<file path="src/rtl/lpc_host_arb.sv">
// lpc_host_arb: two-requester LPC I/O cycle master.
// Round-robin grant, SYNC wait handling with timeout abort.
module lpc_host_arb #(
    parameter int SYNC_TIMEOUT = 8
) (
    input  logic        lpc_clk,
    input  logic        lpc_rst,
    output logic        lpc_frame,
    output logic [3:0]  lpc_data_out,
    output logic        lpc_data_oe,
    input  logic [3:0]  lpc_data_in,
    input  logic        req0_valid,
    input  logic        req0_wr,
    input  logic [15:0] req0_addr,
    input  logic [7:0]  req0_wdata,
    output logic        req0_ready,
    input  logic        req1_valid,
    input  logic        req1_wr,
    input  logic [15:0] req1_addr,
    input  logic [7:0]  req1_wdata,
    output logic        req1_ready,
    output logic        rsp_valid,
    output logic        rsp_id,
    output logic [7:0]  rsp_rdata,
    output logic        rsp_err
);
    typedef enum logic [3:0] {
        IDLE, START, CTDIR, ADDR, WDATA, HTAR0,
        HTAR1, SYNC, RDATA, PTAR0, PTAR1, ABORT
    } state_t;

    state_t      state;
    logic [1:0]  cnt;
    logic [3:0]  wcnt;
    logic [3:0]  wcnt_inc;
    logic [23:0] sh;
    logic [7:0]  rdata_q;
    logic        wr_q;
    logic        err_q;
    logic        cur_id;
    logic        last_id;
    logic        gnt;
    logic        gnt_id;

    always_comb begin
        gnt      = req0_valid | req1_valid;
        gnt_id   = (req0_valid && req1_valid) ? ~last_id : req1_valid;
        wcnt_inc = (wcnt == 4'hF) ? wcnt : wcnt + 4'd1;
    end

    always_ff @(posedge lpc_clk or posedge lpc_rst) begin
        if (lpc_rst) begin
            state        <= IDLE;
            lpc_frame    <= 1'b1;
            lpc_data_oe  <= 1'b0;
            lpc_data_out <= 4'hF;
            req0_ready   <= 1'b0;
            req1_ready   <= 1'b0;
            rsp_valid    <= 1'b0;
            rsp_id       <= 1'b0;
            rsp_err      <= 1'b0;
            rsp_rdata    <= 8'hFF;
            last_id      <= 1'b1;
            cur_id       <= 1'b0;
            wcnt         <= 4'd0;
            cnt          <= 2'd0;
            sh           <= 24'd0;
            rdata_q      <= 8'd0;
            wr_q         <= 1'b0;
            err_q        <= 1'b0;
        end else begin
            req0_ready <= 1'b0;
            req1_ready <= 1'b0;
            rsp_valid  <= 1'b0;
            unique case (state)
                IDLE: if (gnt) begin
                    req0_ready   <= ~gnt_id;
                    req1_ready   <= gnt_id;
                    cur_id       <= gnt_id;
                    last_id      <= gnt_id;
                    wr_q         <= gnt_id ? req1_wr : req0_wr;
                    // address nibbles then wdata low/high, shifted out MSB first
                    sh           <= gnt_id ?
                        {req1_addr, req1_wdata[3:0], req1_wdata[7:4]} :
                        {req0_addr, req0_wdata[3:0], req0_wdata[7:4]};
                    wcnt         <= 4'd0;
                    err_q        <= 1'b0;
                    cnt          <= 2'd0;
                    lpc_frame    <= 1'b0;
                    lpc_data_oe  <= 1'b1;
                    lpc_data_out <= 4'h0;
                    state        <= START;
                end
                START: begin
                    lpc_frame    <= 1'b1;
                    lpc_data_out <= wr_q ? 4'h2 : 4'h0;
                    state        <= CTDIR;
                end
                CTDIR: begin
                    lpc_data_out <= sh[23:20];
                    sh           <= sh << 4;
                    cnt          <= 2'd0;
                    state        <= ADDR;
                end
                ADDR: begin
                    cnt <= cnt + 2'd1;
                    if (cnt != 2'd3 || wr_q) begin
                        lpc_data_out <= sh[23:20];
                        sh           <= sh << 4;
                    end else begin
                        lpc_data_out <= 4'hF;
                    end
                    if (cnt == 2'd3)
                        state <= wr_q ? WDATA : HTAR0;
                end
                WDATA: begin
                    cnt <= cnt + 2'd1;
                    if (cnt == 2'd0) begin
                        lpc_data_out <= sh[23:20];
                        sh           <= sh << 4;
                    end else begin
                        lpc_data_out <= 4'hF;
                        state        <= HTAR0;
                    end
                end
                HTAR0: begin
                    lpc_data_oe  <= 1'b0;
                    lpc_data_out <= 4'hF;
                    state        <= HTAR1;
                end
                HTAR1: state <= SYNC;
                SYNC: begin
                    case (lpc_data_in)
                        4'h0: begin
                            cnt   <= 2'd0;
                            state <= wr_q ? PTAR0 : RDATA;
                        end
                        4'h6: state <= SYNC;
                        4'hA: begin
                            err_q <= 1'b1;
                            state <= PTAR0;
                        end
                        default: begin
                            wcnt <= wcnt_inc;
                            if (int'(wcnt_inc) >= SYNC_TIMEOUT) begin
                                err_q       <= 1'b1;
                                cnt         <= 2'd0;
                                lpc_frame   <= 1'b0;
                                lpc_data_oe <= 1'b1;
                                state       <= ABORT;
                            end
                        end
                    endcase
                end
                RDATA: begin
                    cnt <= cnt + 2'd1;
                    if (cnt == 2'd0) begin
                        rdata_q[3:0] <= lpc_data_in;
                    end else begin
                        rdata_q[7:4] <= lpc_data_in;
                        state        <= PTAR0;
                    end
                end
                PTAR0: state <= PTAR1;
                PTAR1: begin
                    rsp_valid <= 1'b1;
                    rsp_id    <= cur_id;
                    rsp_err   <= err_q;
                    rsp_rdata <= (wr_q || err_q) ? 8'hFF : rdata_q;
                    state     <= IDLE;
                end
                ABORT: begin
                    cnt <= cnt + 2'd1;
                    if (cnt == 2'd3) begin
                        lpc_frame   <= 1'b1;
                        lpc_data_oe <= 1'b0;
                        rsp_valid   <= 1'b1;
                        rsp_id      <= cur_id;
                        rsp_err     <= 1'b1;
                        rsp_rdata   <= 8'hFF;
                        state       <= IDLE;
                    end
                end
                default: state <= IDLE;
            endcase
        end
    end
endmodule
</file>
<file path="config.mk">
export PLATFORM = sky130hd
export DESIGN_NAME = lpc_host_arb
export DESIGN_NICKNAME = d
export VERILOG_FILES = /design/src/rtl/lpc_host_arb.sv
export SDC_FILE = /design/constraint.sdc
export NUM_CORES = 1
export LEC_CHECK = 0
export CAP_MARGIN = 20
export CORE_ASPECT_RATIO = 0.6
export CORE_MARGIN = 1.5
export CORE_UTILIZATION = 52
export CTS_CLUSTER_DIAMETER = 100
export CTS_CLUSTER_SIZE = 20
export DETAILED_ROUTE_END_ITERATION = 10
export HOLD_SLACK_MARGIN = 0.06
export PLACE_DENSITY = 0.92
export RECOVER_POWER = 100
export SYNTH_ARGS = -nofsm -noshare
export SYNTH_HDL_FRONTEND = slang
export SYNTH_SLANG_ARGS = --single-unit
export TNS_END_PERCENT = 30
</file>
<file path="constraint.sdc">
create_clock -name lpc_clk -period 2.2 [get_ports lpc_clk]
set_input_delay 0.33 -clock lpc_clk [delete_from_list [all_inputs] [get_ports lpc_clk]]
set_output_delay 0.33 -clock lpc_clk [all_outputs]
set_load 0.1 [all_outputs]
</file>
# Yosys cells after proc, flatten, opt, wreduce, memory -nomap -nowiden
# Index checks and enable logic that the tools add are counted.
[word_totals]
reg_bits = 65
out_inout_bits = 19
elab_cells = 138
[op_classes]
addsub = 2
order_cmp = 1
eq_ne = 30
n_mux = 53
bitwise = 4
n_reduce_logical = 29
[op_table]
columns = ["cell", "count"]
rows = [
  ["24-bit 2-to-1 mux", 4],
  ["24-bit one-hot mux with 4 select lines", 1],
  ["4-bit 2-to-1 mux", 11],
  ["4-bit one-hot mux with 11 select lines", 1],
  ["4-bit == test (second input constant)", 6],
  ["2-bit != test (second input constant)", 12],
  ["4-bit one-hot mux with 6 select lines", 1],
  ["4-bit by 3-bit == test with 1-bit output (second input constant)", 5],
  ["1-bit 2-to-1 mux", 18],
  ["8-bit 2-to-1 mux", 2],
  ["8-bit one-hot mux with 2 select lines", 1],
  ["4-bit nonzero test", 4],
  ["4-bit one-hot mux with 3 select lines", 1],
  ["4-bit AND reduction", 3],
  ["1-bit one-hot mux with 2 select lines", 5],
  ["2-bit AND reduction", 5],
  ["5-bit AND reduction", 2],
  ["4-bit by 2-bit == test with 1-bit output (second input constant)", 2],
  ["4-bit zero test", 2],
  ["1-bit one-hot mux with 4 select lines", 2],
  ["2-bit one-hot mux with 4 select lines", 1],
  ["4-bit one-hot mux with 2 select lines", 1],
  ["2-bit 2-to-1 mux", 3],
  ["3-bit != test (second input constant)", 2],
  ["19 further kinds", 24],
]

# Logic depth before layout (Yosys ltp)
# Gate-level depths: netlist (run 1).
[logic_depth]
word_depth = 6
depth_mapped = 8
ltp_nobuf = 6

# Worst setup path before layout (run 1)
# No wires, ideal clock.
[synth_timing]
path_kind = "register -> register"
from = "register cnt[0]"
to = "register state[0]"
setup_ns = 0.125
arrival_time_ns = 1.611
path_slack_ns = 0.464
path_stages_with_launch = 7
n_path_buf = 0
period_less_slack_ns = 1.736
cell_sequence = "dfrtp_1 > inv_1 > ha_1 > nor3b_1 > a21o_1 > a311oi_2 > mux2_4"
[synth_between]
elab_chain_len = 3
word_cells_on_any_way = 7
cone_classes = "eq/ne (5); reduce/logical (2)"
[synth_rtl]
columns = ["element", "line_no", "text"]
rows = [
  ["start, declared", "33", "logic [1:0] cnt;"],
  ["start signal, assigned", "106", "cnt <= cnt + 2'd1;"],
  ["start signal, assigned", "117", "cnt <= cnt + 2'd1;"],
  ["start signal, assigned", "156", "cnt <= cnt + 2'd1;"],
  ["2-bit == test / 2-bit zero test (equally long branches)", "-", ""],
  ["2-bit != test (no line)", "-", ""],
  ["6-bit AND reduction (no line) (*)", "-", ""],
  ["end signal, assigned", "114", "state <= wr_q ? WDATA : HTAR0;"],
  ["end signal, assigned", "136", "state <= wr_q ? PTAR0 : RDATA;"],
  ["end, declared", "32", "state_t state;"],
]
# Every way passes the cells marked *; elsewhere a longest branch is shown, timed or not.
# A chain may end at the register's enable or synchronous reset.

# Worst setup path in the final report (run 1)
[layout_timing]
from = "register state[2]"
to = "register sh[5]"
[layout_between]
elab_chain_len = 3
word_cells_on_any_way = 10
cone_classes = "eq/ne (6); mux (1); reduce/logical (3)"
[layout_rtl]
columns = ["element", "line_no", "text"]
rows = [
  ["4-bit by 3-bit == test with 1-bit output, or another cell as far along", "75", "unique case (state)"],
  ["4-bit nonzero test (no line) / 2-bit != test (equally long branches)", "-", ""],
  ["4-bit AND reduction (no line)", "-", ""],
  ["end signal, assigned", "83", "sh <= gnt_id ?"],
  ["end signal, assigned", "101", "sh <= sh << 4;"],
  ["end signal, assigned", "109", "sh <= sh << 4;"],
  ["end, declared", "36", "logic [23:0] sh;"],
]
# Several ways; a longest one is shown, not always the timed one.

==> results of run 1 <==
-- logic make-up (layout without fill, tap and decap cells) --
family	count (synthesis)	count (layout)	share of synthesized area, %
buffers and inverters	38	135	5.75
xor gates and xnor gates	2	2	0.460
and+or+nand+nor	71	71	12.1
adders and majority gates	4	4	1.25
AOI/OAI and AO/OA	68	68	13.6
DFF	65	65	43.2
muxes	80	80	23.6
-- cell usage in the layout (no fill, tap or decap), drive strengths merged, types with 2 or more instances in the layout --
master / Yosys / layout
dfrtp: 51 / 51
clkbuf: 4 / 40
a31oi: 3 / 3
nor4bb: 2 / 2
buf: 18 / 22
o211ai: 6 / 6
a21o: 3 / 3
ha: 3 / 3
o21ai: 8 / 8
mux2i: 38 / 38
a21oi: 16 / 16
a31o: 4 / 4
nand2b: 8 / 8
a22o: 2 / 2
nand3: 5 / 5
and3: 4 / 4
nand4b: 3 / 3
nand2: 11 / 11
o22a: 8 / 8
nand3b: 2 / 2
dfstp: 14 / 14
a221o: 4 / 4
mux2: 42 / 42
clkdlybuf4s50: 0 / 57
a311oi: 2 / 2
nor2: 15 / 15
or4: 4 / 4
o31ai: 2 / 2
nor3b: 2 / 2
nor2b: 6 / 6
inv: 16 / 15
nor4b: 2 / 2
nor3: 3 / 3
-- worst max-delay path, stage by stage, from the launching register on --
cell                       delay [ns]
sky130_fd_sc_hd__dfrtp_1         0.61
sky130_fd_sc_hd__and2b_1         0.30
sky130_fd_sc_hd__o21bai_2        0.42
sky130_fd_sc_hd__mux2_1          0.36
sky130_fd_sc_hd__mux2_1          0.30
-- how the worst max path moves through the flow --
stage                   start        to  slack [ns]  cells past startpoint
6_report             state[2]     sh[5]        0.09                      4
5_1_grt              state[0]    sh[10]        0.03                      6
4_1_cts              state[0]     sh[7]        0.15                      4
2_1_floorplan         lpc_rst    cnt[0]        0.27                      1
3_3_place_gp   lpc_data_in[3]  state[0]        0.01                      5
3_5_place_dp   lpc_data_in[3]  state[0]       -0.05                      5
-- power by group through the flow --
stage          clock, W  combinational [W]  sequential (W)
5_1_grt         0.00139            0.00464         0.00237
3_5_place_dp          0            0.00462         0.00230
4_1_cts         0.00133            0.00466         0.00229
6_report        0.00132            0.00437         0.00229
2_1_floorplan         0            0.00261         0.00326
3_3_place_gp          0            0.00448         0.00227
-- final cells by class --
| class | instances | area share [%] |
|---|---|---|
| Inverter | 16 | 1.23 |
| Multi-Input combinational cell | 225 | 39.3 |
| Clock buffer | 16 | 5.57 |
| Sequential cell | 65 | 33.7 |
| Tap cell | 87 | 2.23 |
| Timing Repair Buffer | 103 | 17.9 |
-- metal layers --
layer,GRT usage (%),wire length (µm),up-vias
met4,8.89,206,0
met5,0,0,-
met1,35.0,4170,1473
met3,7.78,703,16
li1,-,-,1395
met2,38.4,4310,145
-- per-stage QoR --
stage | power [W] | setup TNS (ns)
3_5_place_dp | 0.00692 | -0.0495
2_1_floorplan | 0.00587 | 0
5_1_grt | 0.00840 | 0
6_report | 0.00799 | 0
3_3_place_gp | 0.00675 | 0
4_1_cts | 0.00828 | 0
-- flip-flops by register name, summed over array words and instances, names as in the netlist, 2 cells and up --
name	count
cnt	2
sh	24
rsp_rdata	8
rdata_q	8
lpc_data_out	4
wcnt	4
state	4
==> qor.yml, run 1 <==
critical_path:
  reg2regPathDepth: 4
  r2r_start: "state[2]"
  timing.critical_path.from_type: "flip-flop"
  timing.rr.end: "sh[5]"
  timing.critical_path.arrival_ns: 2.33
  timing.reg2reg.setup_slack_ns: 0.09
  criticalPathCategory: "reg2reg"
  worst-path-max-fanout: 13
  worstPathRequired_ns: 2.42
  endpoint_kind: "flip-flop"
die:
  row_count: 23
  die_area_um2: 7860
  coreArea_um2: 6880
  die_boundary_width_um: 113
  io-pin-count: 77
  initial_utilization_pct: 55.3
  die_h_um: 69.3
logic_synthesis:
  synth.lib_cells_used.distinct: 64
  number_of_standard_cells_after_synthesis: 328
  async_reset_ff_share_pct: 100
  post-synth-top-count-cell: "sky130_fd_sc_hd__dfrtp_1"
  synth_fp_nets: 389
  synth.avg_cell_area_um2: 11.6
  yosysSeqAreaShare_pct: 43.2
  synth-edff-count: 0
  synth_warnings: 0
  synthFlopType: "sky130_fd_sc_hd__dfrtp_1"
  synth-seq-cells: 65
  synthDominantCellAreaShare_pct: 33.5
  netlist_top_cells_area: "sky130_fd_sc_hd__dfrtp_1 34%, sky130_fd_sc_hd__mux2i_1 10%, sky130_fd_sc_hd__dfstp_2 9.7%, sky130_fd_sc_hd__mux2_2 8.3%, sky130_fd_sc_hd__mux2_4 4.7%"
  synthesis.area_um2: 3810
  ys_top_cells_by_count: "51 x sky130_fd_sc_hd__dfrtp_1, 38 x sky130_fd_sc_hd__mux2i_1, 28 x sky130_fd_sc_hd__mux2_2"
  cell_type_contributing_the_most_total_cell_area_after_synthesis: "sky130_fd_sc_hd__dfrtp_1"
power_and_ir_drop:
  net-switching-power_w: 0.00360
  power.share.clock_pct: 16.5
  p_int_w: 0.00439
  power.share.combinational_pct: 54.8
  vdd.ir_drop.worst_mv: 0.849
  power.sequential.fraction_pct: 28.7
  pwr_density_cell_nw_per_um2: 1640
  switching_share_pct: 45.0
  static-leakage-power_nw: 2.19
status:
  violations: "capacitance limit, slew limit"
  outcome: "finished, violations left"
placement:
  placed_cell_area_um2: 4720
  gp_congestion: 0.914
  dp_hpwl_mm: 6.94
  place.port_buffers: 76
  placed_cells_incl_taps: 496
  place_ws_ns: -0.0495
clock_tree:
  cts_tree: "yes"
  clockRootBuffer: "sky130_fd_sc_hd__clkbuf_16"
  cts_buffer_depth: 2
  h-tree-depth: 3
  clk_pin_slew_ns: 0.05
  clk-insertion-delay-late_ns: 0.34
  cts_post_setup_buffers_inserted: 0
  hold_buffers: 0
  total_clock_buffers_created_by_cts: 9
  clkSinkCount: 65
  postCtsResizedCells: 0
sta:
  rsz0062_at_grt: "no"
  worst-slew-pin-transition_ns: 1.61
  relSlewSlack_pct: -7.59
  share_of_the_cycle_needed_by_the_critical_path_after_routing_pct: 96.0
  fmaxAchievable_mhz: 474
  period_needed_ns: 2.11
  whs_ns: 0.485
  hold_violation_count_in_the_final_report: 0
  fin_worst_skew_ns: 0.00959
  setup_slack_ns: 0.0891
  timing.final.max_slew_violations: 66
  number_of_setup_violations_in_the_final_report: 0
global_routing:
  grt_pass1_vias: 3000
  grt_first_pass_wirelength_mm: 15.4
  overflow: 0
  maximum_number_of_pins_on_one_net_before_global_route_repair: 66
  globalRouteTotalUtil_pct: 25.5
  number_of_antenna_violations_at_the_first_check_in_global_routing: 0
routing:
  via_cell_ratio: 5.92
  wl_mm: 9.39
  vias: 3029
  routed_wire_length_per_instance_um: 18.3
  drt-pass1-iter-count: 5
  final_antenna_net_count: 0
  number_of_drc_violations_after_detailed_routing: 0
  drt-initial-drc-count: 252
finish:
  postLayoutCoreUtil_pct: 70.9
  layout.cell_area.non_filler_um2: 4870
  post_route_cells_drive_above_1_share_pct: 25.9
  area.sequential_um2: 1640
  num_antenna_cells: 0
  number_of_fill_cells_in_the_layout: 481
  stdcell_count: 512
  syn2layout_area_growth_pct: 28.1
  finish.net_count: 481
  multi_input_area_um2: 1920
min_path:
  hold_end: "rsp_rdata[3]"
  hold_path_depth: 1
  worst_hold_startpoint: "rdata_q[3]"
  hp-class: "reg2reg"
run:
  drv_cap: 1
No activity file was read; power rests on OpenSTA's default activity.
==> run 2: changes to the inputs <==
clock period = 2.16 ns   (was 2.2 ns; I/O delays follow)
==> qor.yml, run 2 (same netlist as run 1, synthesis figures left out) <==
finish:
  syn2layout_area_growth_pct: 29.7
  post_route_cells_drive_above_1_share_pct: 27.4
  multi_input_area_um2: 1900
  largest_register: "sh"
  finish.net_count: 486
  layout.cell_area.non_filler_um2: 4940
  number_of_fill_cells_in_the_layout: 459
  largest_register_ffs: 24
  largest_registers: "sh (24), rdata_q (8), rsp_rdata (8)"
  mostFrequentLayoutCells: "57 x sky130_fd_sc_hd__clkdlybuf4s50_1, 51 x sky130_fd_sc_hd__dfrtp_1, 38 x sky130_fd_sc_hd__mux2i_1, 27 x sky130_fd_sc_hd__mux2_2"
  final_common_cell: "sky130_fd_sc_hd__clkdlybuf4s50_1"
  num_antenna_cells: 0
  area.sequential_um2: 1640
  stdcell_count: 517
sta:
  fin_worst_skew_ns: 0.00907
  period_needed_ns: 2.05
  worst-slew-pin-transition_ns: 1.44
  whs_ns: 0.481
  timing.final.max_slew_violations: 0
  hold_violation_count_in_the_final_report: 0
  rsz0062_at_grt: "no"
  number_of_setup_violations_in_the_final_report: 0
  relSlewSlack_pct: 3.86
  share_of_the_cycle_needed_by_the_critical_path_after_routing_pct: 95.0
  fmaxAchievable_mhz: 487
power_and_ir_drop:
  p_int_w: 0.00470
  power.sequential.fraction_pct: 27.2
  finalPower_w: 0.00848
  static-leakage-power_nw: 2.24
  switching_share_pct: 44.6
  power.share.clock_pct: 18.4
  vdd.ir_drop.worst_mv: 0.721
  net-switching-power_w: 0.00378
  pwr_density_cell_nw_per_um2: 1720
  power.share.combinational_pct: 54.4
global_routing:
  grt_first_pass_wirelength_mm: 16.6
  global_route.usage.met1_pct: 36.4
  grt.met3_usage_pct: 8.39
  grt_pass1_vias: 3217
  overflow: 0
  global_route.peak_usage_layer: "met2"
  maximum_number_of_pins_on_one_net_before_global_route_repair: 66
  globalRouteTotalUtil_pct: 27.3
  number_of_antenna_violations_at_the_first_check_in_global_routing: 0
  gr_met2_demand_resource_pct: 43.6
critical_path:
  critical-path-max-stage-delay_ns: 0.61
  r2r_start: "state[1]"
  crit_path_top_delay_cell: "sky130_fd_sc_hd__clkdlybuf4s50_1"
  timing.critical_path.from_type: "primary input"
  reg2regPathDepth: 4
  cpLargestDelayFamily: "buffers and inverters"
  criticalPathCategory: "in2reg"
  worstPathRequired_ns: 2.37
  endpoint_kind: "flip-flop"
  path_buf_inv: 3
  critical_path_depth: 7
  timing.rr.end: "sh[5]"
  timing.critical_path.arrival_ns: 2.26
  timing.critical_path.cells: "clkdlybuf4s50_1 -> clkbuf_1 -> nor2_1 -> a31oi_1 -> buf_4 -> nand2_1 -> o311a_1"
  worst-path-max-fanout: 7
  timing.reg2reg.setup_slack_ns: 0.13
die:
  initial_utilization_pct: 55.3
  coreArea_um2: 6880
  row_count: 23
  die_h_um: 69.3
  die_area_um2: 7860
  die_boundary_width_um: 113
  io-pin-count: 77
routing:
  number_of_drc_violations_after_detailed_routing: 0
  drt-initial-drc-count: 241
  via_cell_ratio: 6.11
  drt-pass1-iter-count: 5
  wl_mm: 10.3
  vias: 3159
  routed_wire_length_per_instance_um: 19.8
  final_antenna_net_count: 0
clock_tree:
  cts_buffer_depth: 2
  clk_pin_slew_ns: 0.05
  clockRootBuffer: "sky130_fd_sc_hd__clkbuf_16"
  clk-insertion-delay-late_ns: 0.34
  cts_post_setup_buffers_inserted: 0
  total_clock_buffers_created_by_cts: 9
  h-tree-depth: 3
  clkSinkCount: 65
  cts_tree: "yes"
  postCtsResizedCells: 0
  hold_buffers: 0
min_path:
  worst_hold_startpoint: "rdata_q[3]"
  hold_end: "rsp_rdata[3]"
  hp-class: "reg2reg"
  hold_path_depth: 1
placement:
  placed_cells_incl_taps: 501
  dp_hpwl_mm: 7.14
  place.port_buffers: 76
  placed_cell_area_um2: 4760
  gp_congestion: 0.883
status:
  outcome: "finished, final reports clean"
run:
  drv_cap: 0
-- run 2: cell types whose count changed in the layout (fill, tap and decap cells not counted), sizes merged --
cell    before  now
bufinv       0    2
clkinv       1    2
buf         22   24
-- run 2: metal layers --
metal  vias up  part of all wire, %
met5         -                    0
met1      1543                   42
met3        35                  8.8
met4         0                  2.5
li1       1405                    -
met2       176                   47
-- run 2: stage by stage --
stage	utilization, %	TNS, ns	worst slack (ns)
floorplan	-	0	0.233
global placement	69.2	-0.0161	-0.0161
detailed placement	69.2	-0.198	-0.127
CTS	73.8	0	0.186
global route	71.8	0	0.0479
finish	71.8	0	0.108
-- run 2: worst register-to-register path: cells and delay by family, from the launching register on --
kind,cells,cell delay [ns]
DFF,1,0.48
and+or+nand+nor,1,0.27
AOI/OAI and AO/OA,1,0.47
muxes,2,0.70
-- run 2: worst max-delay path by stage --
stage / startpoint / end / slack (ns)
floorplan: lpc_rst / cnt[0] / 0.23
global placement: lpc_data_in[3] / state[0] / -0.02
detailed placement: lpc_data_in[3] / state[0] / -0.13
CTS: lpc_data_in[3] / state[0] / 0.19
global route: state[3] / state[0] / 0.05
finish: lpc_data_in[3] / wcnt[2] / 0.11
-- run 2: cell type report --
| cell class | instances | share of cell area (%) |
|---|---|---|
| Inverter | 16 | 1.22 |
| Tap cell | 87 | 2.21 |
| Clock buffer | 13 | 5.07 |
| Clock inverter | 3 | 1.32 |
| Sequential cell | 65 | 33.3 |
| Timing Repair Buffer | 108 | 18.3 |
| Multi-Input combinational cell | 225 | 38.6 |
-- run 2: power groups by stage --
| stage | combinational [W] | sequential, W | clock (W) |
|---|---|---|---|
| 3_5_place_dp | 0.00481 | 0.00230 | 0 |
| 4_1_cts | 0.00488 | 0.00230 | 0.00156 |
| 6_report | 0.00461 | 0.00231 | 0.00156 |
| 2_1_floorplan | 0.00266 | 0.00332 | 0 |
| 5_1_grt | 0.00488 | 0.00237 | 0.00163 |
| 3_3_place_gp | 0.00466 | 0.00226 | 0 |
==> run 3: changes to the inputs <==
CORE_UTILIZATION = 54   (was 52)
CTS_BUF_LIST = sky130_fd_sc_hd__clkbuf_4 sky130_fd_sc_hd__clkbuf_8   (was unset)
PLACE_DENSITY = 0.94   (was 0.92)
==> qor.yml, run 3 (same netlist as run 1, synthesis figures left out) <==
sta:
  relSlewSlack_pct: -4.70
  timing.final.max_slew_violations: 66
  fin_worst_skew_ns: 0.0108
  worst-slew-pin-transition_ns: 1.57
  hold_violation_count_in_the_final_report: 0
  fmaxAchievable_mhz: 481
  number_of_setup_violations_in_the_final_report: 0
  share_of_the_cycle_needed_by_the_critical_path_after_routing_pct: 96.3
  fin_tns_setup_ns: 0
  period_needed_ns: 2.08
critical_path:
  timing.critical_path.arrival_ns: 2.32
  critical_path_depth: 5
  cpLargestDelayFamily: "simple AND/OR/NAND/NOR gates"
  critical-path-max-stage-delay_ns: 0.50
  reg2regPathDepth: 5
  path_buf_inv: 1
  criticalPathCategory: "reg2reg"
  worstPathRequired_ns: 2.40
  timing.critical_path.from_type: "flip-flop"
  endpoint_kind: "flip-flop"
  crit_path_top_delay_cell: "sky130_fd_sc_hd__dfrtp_1"
  timing.critical_path.cells: "buf_4 -> nor2_1 -> nand3b_1 -> o2bb2ai_1 -> a31o_2"
  worst-path-max-fanout: 15
finish:
  num_antenna_cells: 0
  finish.net_count: 480
  mostFrequentLayoutCells: "57 x sky130_fd_sc_hd__clkdlybuf4s50_1, 51 x sky130_fd_sc_hd__dfrtp_1, 38 x sky130_fd_sc_hd__mux2i_1, 29 x sky130_fd_sc_hd__mux2_2, 21 x sky130_fd_sc_hd__clkbuf_2"
  syn2layout_area_growth_pct: 26.7
  number_of_fill_cells_in_the_layout: 468
  post_route_cells_drive_above_1_share_pct: 29.0
  stdcell_count: 511
  largest_registers: "sh (24), rdata_q (8), rsp_rdata (8)"
  final_common_cell: "sky130_fd_sc_hd__clkdlybuf4s50_1"
  largest_register_ffs: 24
  largest_register: "sh"
global_routing:
  overflow: 0
  number_of_antenna_violations_at_the_first_check_in_global_routing: 0
  grt_first_pass_wirelength_mm: 15.5
  grt_pass1_vias: 2979
  maximum_number_of_pins_on_one_net_before_global_route_repair: 66
  globalRouteTotalUtil_pct: 26.6
routing:
  wl_mm: 10.0
  vias: 3099
  number_of_drc_violations_after_detailed_routing: 0
  routed_wire_length_per_instance_um: 19.6
  drt-initial-drc-count: 304
  drt-pass1-iter-count: 5
  via_cell_ratio: 6.06
  final_antenna_net_count: 0
power_and_ir_drop:
  vdd.ir_drop.worst_mv: 1.14
  pwr_density_cell_nw_per_um2: 1670
  static-leakage-power_nw: 2.17
  p_int_w: 0.00428
  net-switching-power_w: 0.00376
  power.share.combinational_pct: 56.6
  power.share.clock_pct: 14.5
  power.sequential.fraction_pct: 28.9
  switching_share_pct: 46.8
min_path:
  hp-class: "reg2reg"
  hold_path_depth: 1
clock_tree:
  total_clock_buffers_created_by_cts: 9
  clkSinkCount: 65
  h-tree-depth: 3
  cts_buffer_depth: 2
  clk-insertion-delay-late_ns: 0.36
  cts_tree: "yes"
  clockRootBuffer: "sky130_fd_sc_hd__clkbuf_8"
  clk_pin_slew_ns: 0.08
placement:
  gp_congestion: 0.892
  placed_cells_incl_taps: 495
  dp_hpwl_mm: 7.31
  place.port_buffers: 76
status:
  outcome: "finished, violations left"
  violations: "capacitance limit, slew limit"
die:
  initial_utilization_pct: 56.5
  coreArea_um2: 6730
  io-pin-count: 77
  die_h_um: 68.0
  row_count: 23
  die_boundary_width_um: 111
  die_area_um2: 7580
run:
  drv_cap: 1
run 3: routing by layer:
metal | global-route usage (%) | up-vias | wire length [µm]
met3 | 7.26 | 20 | 803
met2 | 41.4 | 146 | 4850
li1 | - | 1394 | -
met5 | 3.33 | - | 0
met4 | 10.9 | 0 | 153
met1 | 35.6 | 1539 | 4200
run 3: final timing paths:
| kind | start | endpoint | slack, ns |
|---|---|---|---|
| max | state[2] | err_q | 0.08 |
| min | cur_id | cur_id | 0.49 |
| min reg2reg | cur_id | cur_id | 0.49 |
| min in group asynchronous | lpc_rst | sh[20] | 0.82 |
| max reg2reg | state[2] | err_q | 0.08 |
| max in group asynchronous | lpc_rst | err_q | 0.40 |
run 3: timing repair:
item,4_1_cts,5_1_grt
hold buffers,0,0
endpoints found under the setup margin,0,2
resized for setup,0,2
setup buffers,0,0
run 3: worst register-to-register path: cells and delay by family, from the launching register on:
kind / cells / cell delay [ns]
buffers and inverters: 1 / 0.25
DFF: 1 / 0.50
and+or+nand+nor: 2 / 0.78
AOI/OAI and AO/OA: 2 / 0.44
run 3: power by group through the flow:
| stage | clock network [W] | registers (W) | logic, W |
|---|---|---|---|
| final | 0.00117 | 0.00232 | 0.00455 |
| after CTS | 0.00117 | 0.00232 | 0.00486 |
| after detailed placement | 0 | 0.00233 | 0.00482 |
| after global placement | 0 | 0.00229 | 0.00458 |
| after floorplan | 0 | 0.00332 | 0.00266 |
| after global routing | 0.00123 | 0.00238 | 0.00478 |
run 3: area by class of cell:
type	instances	area [µm²]	share of cell area, %
clock inverters	5	81.3	1.69
well taps	87	109	2.26
clock buffers	11	139	2.88
flip-flops and latches	65	1640	34.1
multi-input cells	225	1910	39.7
repair buffers	102	877	18.2
inverters	16	60.1	1.25
run 3: metrics by stage:
| stage | hold WS (ns) | worst slack, ns | utilization (%) | total power, W | area (µm²) |
|---|---|---|---|---|---|
| after floorplan | 0.444 | 0.233 | - | 0.00598 | 3810 |
| after global routing | 0.512 | -0.0338 | 71.6 | 0.00839 | 4820 |
| after detailed placement | 0.475 | -0.0512 | 70.1 | 0.00715 | 4720 |
| after global placement | 0.456 | 0.0248 | 70.1 | 0.00687 | 4720 |
| final | 0.492 | 0.0797 | 71.6 | 0.00804 | 4820 |
| after CTS | 0.365 | 0.0362 | 73.3 | 0.00835 | 4940 |
